`config.mk`:
```
export PLATFORM = sky130hd
export DESIGN_NAME = rr_priority_encoder
export DESIGN_NICKNAME = d
export VERILOG_FILES = /design/src/rtl/rr_priority_encoder_pkg.sv /design/src/rtl/rr_priority_encoder_search_core.sv /design/src/rtl/rr_priority_encoder.sv
export SDC_FILE = /design/constraint.sdc
export NUM_CORES = 1
export LEC_CHECK = 0
export ABC_AREA = 1
export BUFFER_PORTS_ARGS = -buffer_cell sky130_fd_sc_hd__buf_2
export CORE_UTILIZATION = 55
export CTS_CLUSTER_DIAMETER = 200
export DETAILED_ROUTE_END_ITERATION = 10
export GPL_TIMING_DRIVEN = 0
export PLACE_DENSITY = 0.79
export SLEW_MARGIN = 5
export SYNTH_ARGS = -nofsm -noshare
export SYNTH_HDL_FRONTEND = slang
export SYNTH_SLANG_ARGS = --single-unit
```
`constraint.sdc`:
```
create_clock -name clk_i -period 7.4 [get_ports clk_i]
set_input_delay 1.11 -clock clk_i [delete_from_list [all_inputs] [get_ports clk_i]]
set_output_delay 1.11 -clock clk_i [all_outputs]
set_load 0.05 [all_outputs]
```
`src/rtl/rr_priority_encoder_pkg.sv`:
```
// Shared definitions for the registered round-robin priority encoder.
//   DEFAULT_NUM_WIRE : default request vector width
//   sel_mode_e       : selection mode carried by rr_en
//   idx_width()      : index width for a given number of wires
package rr_priority_encoder_pkg;

  localparam int unsigned DEFAULT_NUM_WIRE = 16;

  typedef enum logic {
    SEL_FIXED = 1'b0,
    SEL_RR    = 1'b1
  } sel_mode_e;

  // Index width; never below 1 bit so degenerate widths still elaborate.
  function automatic int unsigned idx_width(input int unsigned n);
    return (n > 1) ? $clog2(n) : 1;
  endfunction

endpackage : rr_priority_encoder_pkg

```
`src/rtl/rr_priority_encoder_search_core.sv`:
```
// Combinational search over a request vector.
// The vector is rotated right so the search start lands on bit 0. A fixed
// lowest-bit-first pick runs on the rotated vector, and the start offset is
// then added back modulo NUM_WIRE. This handles non-power-of-two widths.
// Ports:
//   req    : request vector
//   ptr    : round-robin start position (always < NUM_WIRE)
//   rr_en  : 0 = fixed priority from bit 0, 1 = search from ptr upward
//   index  : index of the winning wire (0 when none)
//   onehot : one-hot of the winning wire (all zero when none)
//   found  : at least one request bit set
module rr_priority_encoder_search_core
  import rr_priority_encoder_pkg::*;
#(
  parameter  int unsigned NUM_WIRE = DEFAULT_NUM_WIRE,
  localparam int unsigned IDX_W    = idx_width(NUM_WIRE)
) (
  input  logic [NUM_WIRE-1:0] req,
  input  logic [IDX_W-1:0]    ptr,
  input  logic                rr_en,
  output logic [IDX_W-1:0]    index,
  output logic [NUM_WIRE-1:0] onehot,
  output logic                found
);

  localparam int unsigned SUM_W = IDX_W + 1;
  localparam int unsigned DBL_W = 2 * NUM_WIRE;

  sel_mode_e             mode;
  logic [IDX_W-1:0]      start;
  logic [DBL_W-1:0]      dbl;
  logic [NUM_WIRE-1:0]   rot;
  logic [IDX_W-1:0]      pick;
  logic                  hit;
  logic [SUM_W-1:0]      sum;
  logic [SUM_W-1:0]      sum_wrapped;

  // Fixed mode searches from bit 0, so the offset is forced to zero.
  assign mode  = sel_mode_e'(rr_en);
  assign start = (mode == SEL_RR) ? ptr : '0;

  // Doubling the vector turns the rotate into a plain shift.
  // Because start < NUM_WIRE, bit i of rot is req[(i + start) mod NUM_WIRE].
  assign dbl = {req, req};
  assign rot = NUM_WIRE'(dbl >> start);

  // Lowest set bit of the rotated vector.
  always_comb begin
    pick = '0;
    hit  = 1'b0;
    for (int i = int'(NUM_WIRE) - 1; i >= 0; i--) begin
      if (rot[i]) begin
        pick = IDX_W'(i);
        hit  = 1'b1;
      end
    end
  end

  // Undo the rotation. Both operands are < NUM_WIRE, so at most one
  // subtraction is needed.
  always_comb begin
    sum         = {1'b0, pick} + {1'b0, start};
    sum_wrapped = sum;
    if (sum >= SUM_W'(NUM_WIRE)) begin
      sum_wrapped = sum - SUM_W'(NUM_WIRE);
    end
  end

  // Outputs are forced to zero when nothing is requested.
  always_comb begin
    found  = hit;
    index  = '0;
    onehot = '0;
    if (hit) begin
      index  = IDX_W'(sum_wrapped);
      onehot = NUM_WIRE'(1) << index;
    end
  end

endmodule : rr_priority_encoder_search_core

```
`src/rtl/rr_priority_encoder.sv`:
```
// Registered, handshaked priority encoder with run-time fixed / round-robin
// selection. A request vector is accepted under valid/ready. The selected
// index, its one-hot and a found flag appear one cycle later in a single
// output register that supports full-throughput capture-while-drain.
// Ports:
//   clk_i       : clock, rising edge
//   arst_ni     : asynchronous active-low reset
//   rr_en_i     : 0 = fixed priority (bit 0 highest), 1 = round-robin
//   wire_in     : request vector
//   in_valid_i  : wire_in valid
//   in_ready_o  : capture possible this cycle (combinational)
//   index_o     : index of selected wire
//   onehot_o    : one-hot of selected wire, zero if none
//   found_o     : captured vector had at least one bit set
//   out_valid_o : output register holds a result
//   out_ready_i : consumer accepts the result
module rr_priority_encoder
  import rr_priority_encoder_pkg::*;
#(
  parameter  int unsigned NUM_WIRE = DEFAULT_NUM_WIRE,
  localparam int unsigned IDX_W    = idx_width(NUM_WIRE)
) (
  input  logic                clk_i,
  input  logic                arst_ni,
  input  logic                rr_en_i,
  input  logic [NUM_WIRE-1:0] wire_in,
  input  logic                in_valid_i,
  output logic                in_ready_o,
  output logic [IDX_W-1:0]    index_o,
  output logic [NUM_WIRE-1:0] onehot_o,
  output logic                found_o,
  output logic                out_valid_o,
  input  logic                out_ready_i
);

  localparam logic [IDX_W-1:0] LAST_IDX = IDX_W'(NUM_WIRE - 1);

  logic                out_valid_q;
  logic                out_valid_d;
  logic [IDX_W-1:0]    index_q;
  logic [NUM_WIRE-1:0] onehot_q;
  logic                found_q;
  logic [IDX_W-1:0]    ptr_q;
  logic [IDX_W-1:0]    ptr_d;

  logic [IDX_W-1:0]    search_index;
  logic [NUM_WIRE-1:0] search_onehot;
  logic                search_found;
  logic                capture_c;

  // Search on the live input vector, starting from the stored pointer.
  rr_priority_encoder_search_core #(
    .NUM_WIRE (NUM_WIRE)
  ) u_search (
    .req    (wire_in),
    .ptr    (ptr_q),
    .rr_en  (rr_en_i),
    .index  (search_index),
    .onehot (search_onehot),
    .found  (search_found)
  );

  // Ready whenever the output slot is empty or is being drained this cycle.
  assign in_ready_o = !out_valid_q || out_ready_i;
  assign capture_c  = in_valid_i && in_ready_o;

  // Output valid: set on capture, cleared on drain without a new capture.
  always_comb begin
    out_valid_d = out_valid_q;
    if (capture_c) begin
      out_valid_d = 1'b1;
    end else if (out_ready_i) begin
      out_valid_d = 1'b0;
    end
  end

  // Pointer moves past the winner only on a round-robin capture that found one.
  always_comb begin
    ptr_d = ptr_q;
    if (capture_c && rr_en_i && search_found) begin
      ptr_d = (search_index == LAST_IDX) ? '0 : search_index + IDX_W'(1);
    end
  end

  // Control and pointer state.
  always_ff @(posedge clk_i or negedge arst_ni) begin
    if (!arst_ni) begin
      out_valid_q <= 1'b0;
      ptr_q       <= '0;
    end else begin
      out_valid_q <= out_valid_d;
      ptr_q       <= ptr_d;
    end
  end

  // Result payload loads on capture only and otherwise holds.
  always_ff @(posedge clk_i or negedge arst_ni) begin
    if (!arst_ni) begin
      index_q  <= '0;
      onehot_q <= '0;
      found_q  <= 1'b0;
    end else if (capture_c) begin
      index_q  <= search_index;
      onehot_q <= search_onehot;
      found_q  <= search_found;
    end
  end

  assign out_valid_o = out_valid_q;
  assign index_o     = index_q;
  assign onehot_o    = onehot_q;
  assign found_o     = found_q;

endmodule : rr_priority_encoder

```
==> key figures <==
Route
  – ANT nets after route: 0
  – Number of optimization iterations in the first detailed-route pass: 5
  – Remaining routing DRC violations: 0
  – Wire length after detailed routing: between 6000 and 7000 µm
  – Average wire length per cell after detail routing: between 10 and 15 µm
  – Vias: 2604
  – Avg Vias per Cell: 5.40
  – Violation count after the first detailed-routing iteration: 208

Clock tree
  – Clock transition time at the flip-flop clock pins of the worst setup and hold paths: around 90 ps
  – Hold buffers post-CTS: 0
  – Number of CTS-inserted buffers: 3
  – Gates resized, CTS repair: 0
  – Skew-Pair Late Insertion Delay: 270 ps
  – Buffers inserted during post-CTS setup optimization: 0
  – CTS tree: yes
  – Buffers from clock root to sink, at most: 2
  – Clock Root Buffer: clkbuf_8
  – Clock sinks: 26
  – Htree depth: 1

Timing
  – Setup_tns: 0 ps
  – Fmax: 0.228 GHz
  – Slew headroom: 63.6%
  – Unrepaired setup endpoints after global routing: no
  – Count of final max-slew check failures: 0
  – Transition time of the tightest slew-check pin: 546 ps
  – Final hold viol count: 0
  – Portion of the clock cycle consumed by the worst path in the final layout: between 50% and 60%
  – Final worst clock skew: ~2.5 ps
  – Final setup vio count: 0
  – Fin crit period: ~4400 ps

GRT
  – Aggregate global-route resource usage: roughly 28%
  – Initial antenna violation count: 0
  – Maximum number of pins on one net before global-route repair: 27
  – First-pass GRT wire length: 9570 µm
  – Overflow after GRT: 0
  – Via count of the first global-routing pass: about 2300

Synth
  – Cell area after technology mapping: 0.00234 mm²
  – Seq/Total Area, Yosys: 27.8%
  – Dominant cells by area after synthesis: dfrtp_1 (28%), nand2_1 (25%), nand3_1 (14%)
  – Synthesis Warnings: 0
  – Predominant post-synthesis flop cell: dfrtp_1
  – Number of enable-type register cells in the synthesized netlist: 0
  – Post-Syn Area per Cell: 6.06 µm²
  – Number of storage elements in the synthesis netlist: 26
  – Top-area cell type share of the netlist area: 27.8%
  – Post-Syn Instances: 386
  – Synthesized net count: 412
  – Dominant cell type by area after synthesis: dfrtp_1
  – Post-synthesis cell type count: 28
  – Share of synthesized flip-flops with an asynchronous set or reset: 100%

Floorplan
  – Width of the die: 67.2 µm
  – Floorplan die area: 0.00452 mm²
  – Vertical extent of the die: 67.2 µm
  – IO Count: 44
  – Placement Rows: 23
  – Starting Density: 58.0%
  – Area inside the core boundary: 0.00403 mm²

Worst setup path
  – Maximum cell stage delay along the critical path: 380 ps
  – Worst reg-to-reg path cell count: 30
  – Largest driver fanout on the critical path: 10
  – Required time at the worst-slack endpoint: 7560 ps
  – Type of origin of the critical path: input port
  – Top cell by count, worst path: nand2_1
  – Critical Path End Type: flip-flop
  – Critical path arrival: 4550 ps
  – Cell with the largest stage delay on the worst path: xor2_1
  – Kind of critical path: input port to flip-flop

Power and ir drop
  – Clock power frac: ~11%
  – Sequential power share: 19.6%
  – P_sw: between 500 and 600 µW
  – Logic gate share of total power: 69.1%
  – Max IR drop VDD: roughly 320 µV
  – Switching fraction of total power: 54.8%
  – Power Dens Cells: 386 mW/mm²
  – Int Power: 468 µW
  – Leakage power summed over all cells: 1.59 nW

Layout
  – Fill cell count: 380
  – Inserted Diodes: 0
  – Final instance area: between 0.002 and 0.003 mm²
  – Highest-count cells in the layout ignoring fill and taps: nand2_1 (154), nand3_1 (64), buf_2 (46)
  – Ratio of cells with drive above 1 in the final layout: between 15 and 20%
  – Post-layout nets: 459
  – Most common cell after layout, fill and taps aside: nand2_1
  – Area added between synthesis and finish: 14.7%

Placed design
  – Routability cong.: 0.872
  – Number of port buffers: 42
  – Instance area at placement: roughly 0.0026 mm²
  – Placed wire-length estimate: 4820 µm

Hold path
  – Cell count of the worst hold path: 2
  – Worst min path class: flip-flop to flip-flop

Run
  – Number of maximum-capacitance violations: 0

Run status
  – Result of the run: finished clean
==> layout make-up <==
cell class	instances	area [µm²]	share of cell area, %
buffer	14	91.3	3.40
clock buffer	3	41.3	1.54
clock inverter	1	30.0	1.12
inverter	47	176	6.58
multi-input combinational	299	1420	52.9
sequential	26	651	24.3
tap	50	62.6	2.33
timing repair buffer	42	210	7.84
==> critical path: cells and delay by family <==
kind / cells / cell delay [ps]
XOR/XNOR: 1 / 380
buffers and inverters: 5 / 760
AND/OR/NAND/NOR: 19 / 1450
AO/OA/AOI/OAI: 2 / 250
adder cells (fa/ha/maj): 2 / 580
==> cells in the mapped netlist (4+ instances only) <==
library cell,n
a21oi_1,4
buf_2,4
clkbuf_1,4
dfrtp_1,26
ha_1,4
inv_1,41
inv_2,4
nand2_1,154
nand2_2,5
nand3_1,64
nor2_1,9
o21ai_0,6
o21ai_1,29
==> power by group through the flow <==
stage	clock [mW]	combinational, mW	sequential, mW
after floorplan	0	0.458	0.301
after global placement	0	0.698	0.204
after detailed placement	0	0.707	0.205
after CTS	0.117	0.713	0.203
after global routing	0.120	0.790	0.208
final	0.116	0.715	0.203
==> per-stage QoR <==
step / instances / setup slack [ps] / hold WS (ps) / total power [mW] / utilization [%]
6_report: 482 / 3010 / 485 / 1.03 / 66.6
5_1_grt: 482 / 2560 / 520 / 1.12 / 66.6
4_1_cts: 482 / 3040 / 485 / 1.03 / 66.6
3_5_place_dp: 478 / 2760 / 461 / 0.913 / 64.8
3_3_place_gp: 478 / 2830 / 460 / 0.902 / 64.8
2_1_floorplan: 386 / 3310 / 449 / 0.759 / -
==> registers in the layout (all words and copies together) (netlist names) <==
register / cells
found_o: 1
index_o: 4
onehot_o: 16
out_valid_o: 1
ptr_q: 4
==> final timing paths <==
check	start	to	slack, ps
worst max-delay path	rr_en_i	onehot_o[5]	3010
worst min-delay path	index_o[3]	index_o[3]	490
worst max register to register	ptr_q[0]	onehot_o[5]	3600
worst min register to register	index_o[3]	index_o[3]	490
max in group asynchronous	arst_ni	ptr_q[2]	6220
min in group asynchronous	arst_ni	index_o[3]	810
==> cells by family after synthesis <==
kind of cell	synth area share [%]
AO/OA/AOI/OAI	10.5
multiplexers	0.428
flip-flops	27.8
XOR/XNOR	1.12
AND/OR/NAND/NOR	45.7
buffers and inverters	11.4
adder cells (fa/ha/maj)	3.00
==> layer usage <==
metal  share of wire [%]  global-route usage [%]  vias to the layer above
met1                  42                    32.1                     1166
met2                  50                    52.6                       98
met3                 4.5                   0.845                       19
li1                    -                       -                     1321
met4                 3.1                    13.0                        0
met5                   0                       0                        -
(Power assumes the default switching activity.)
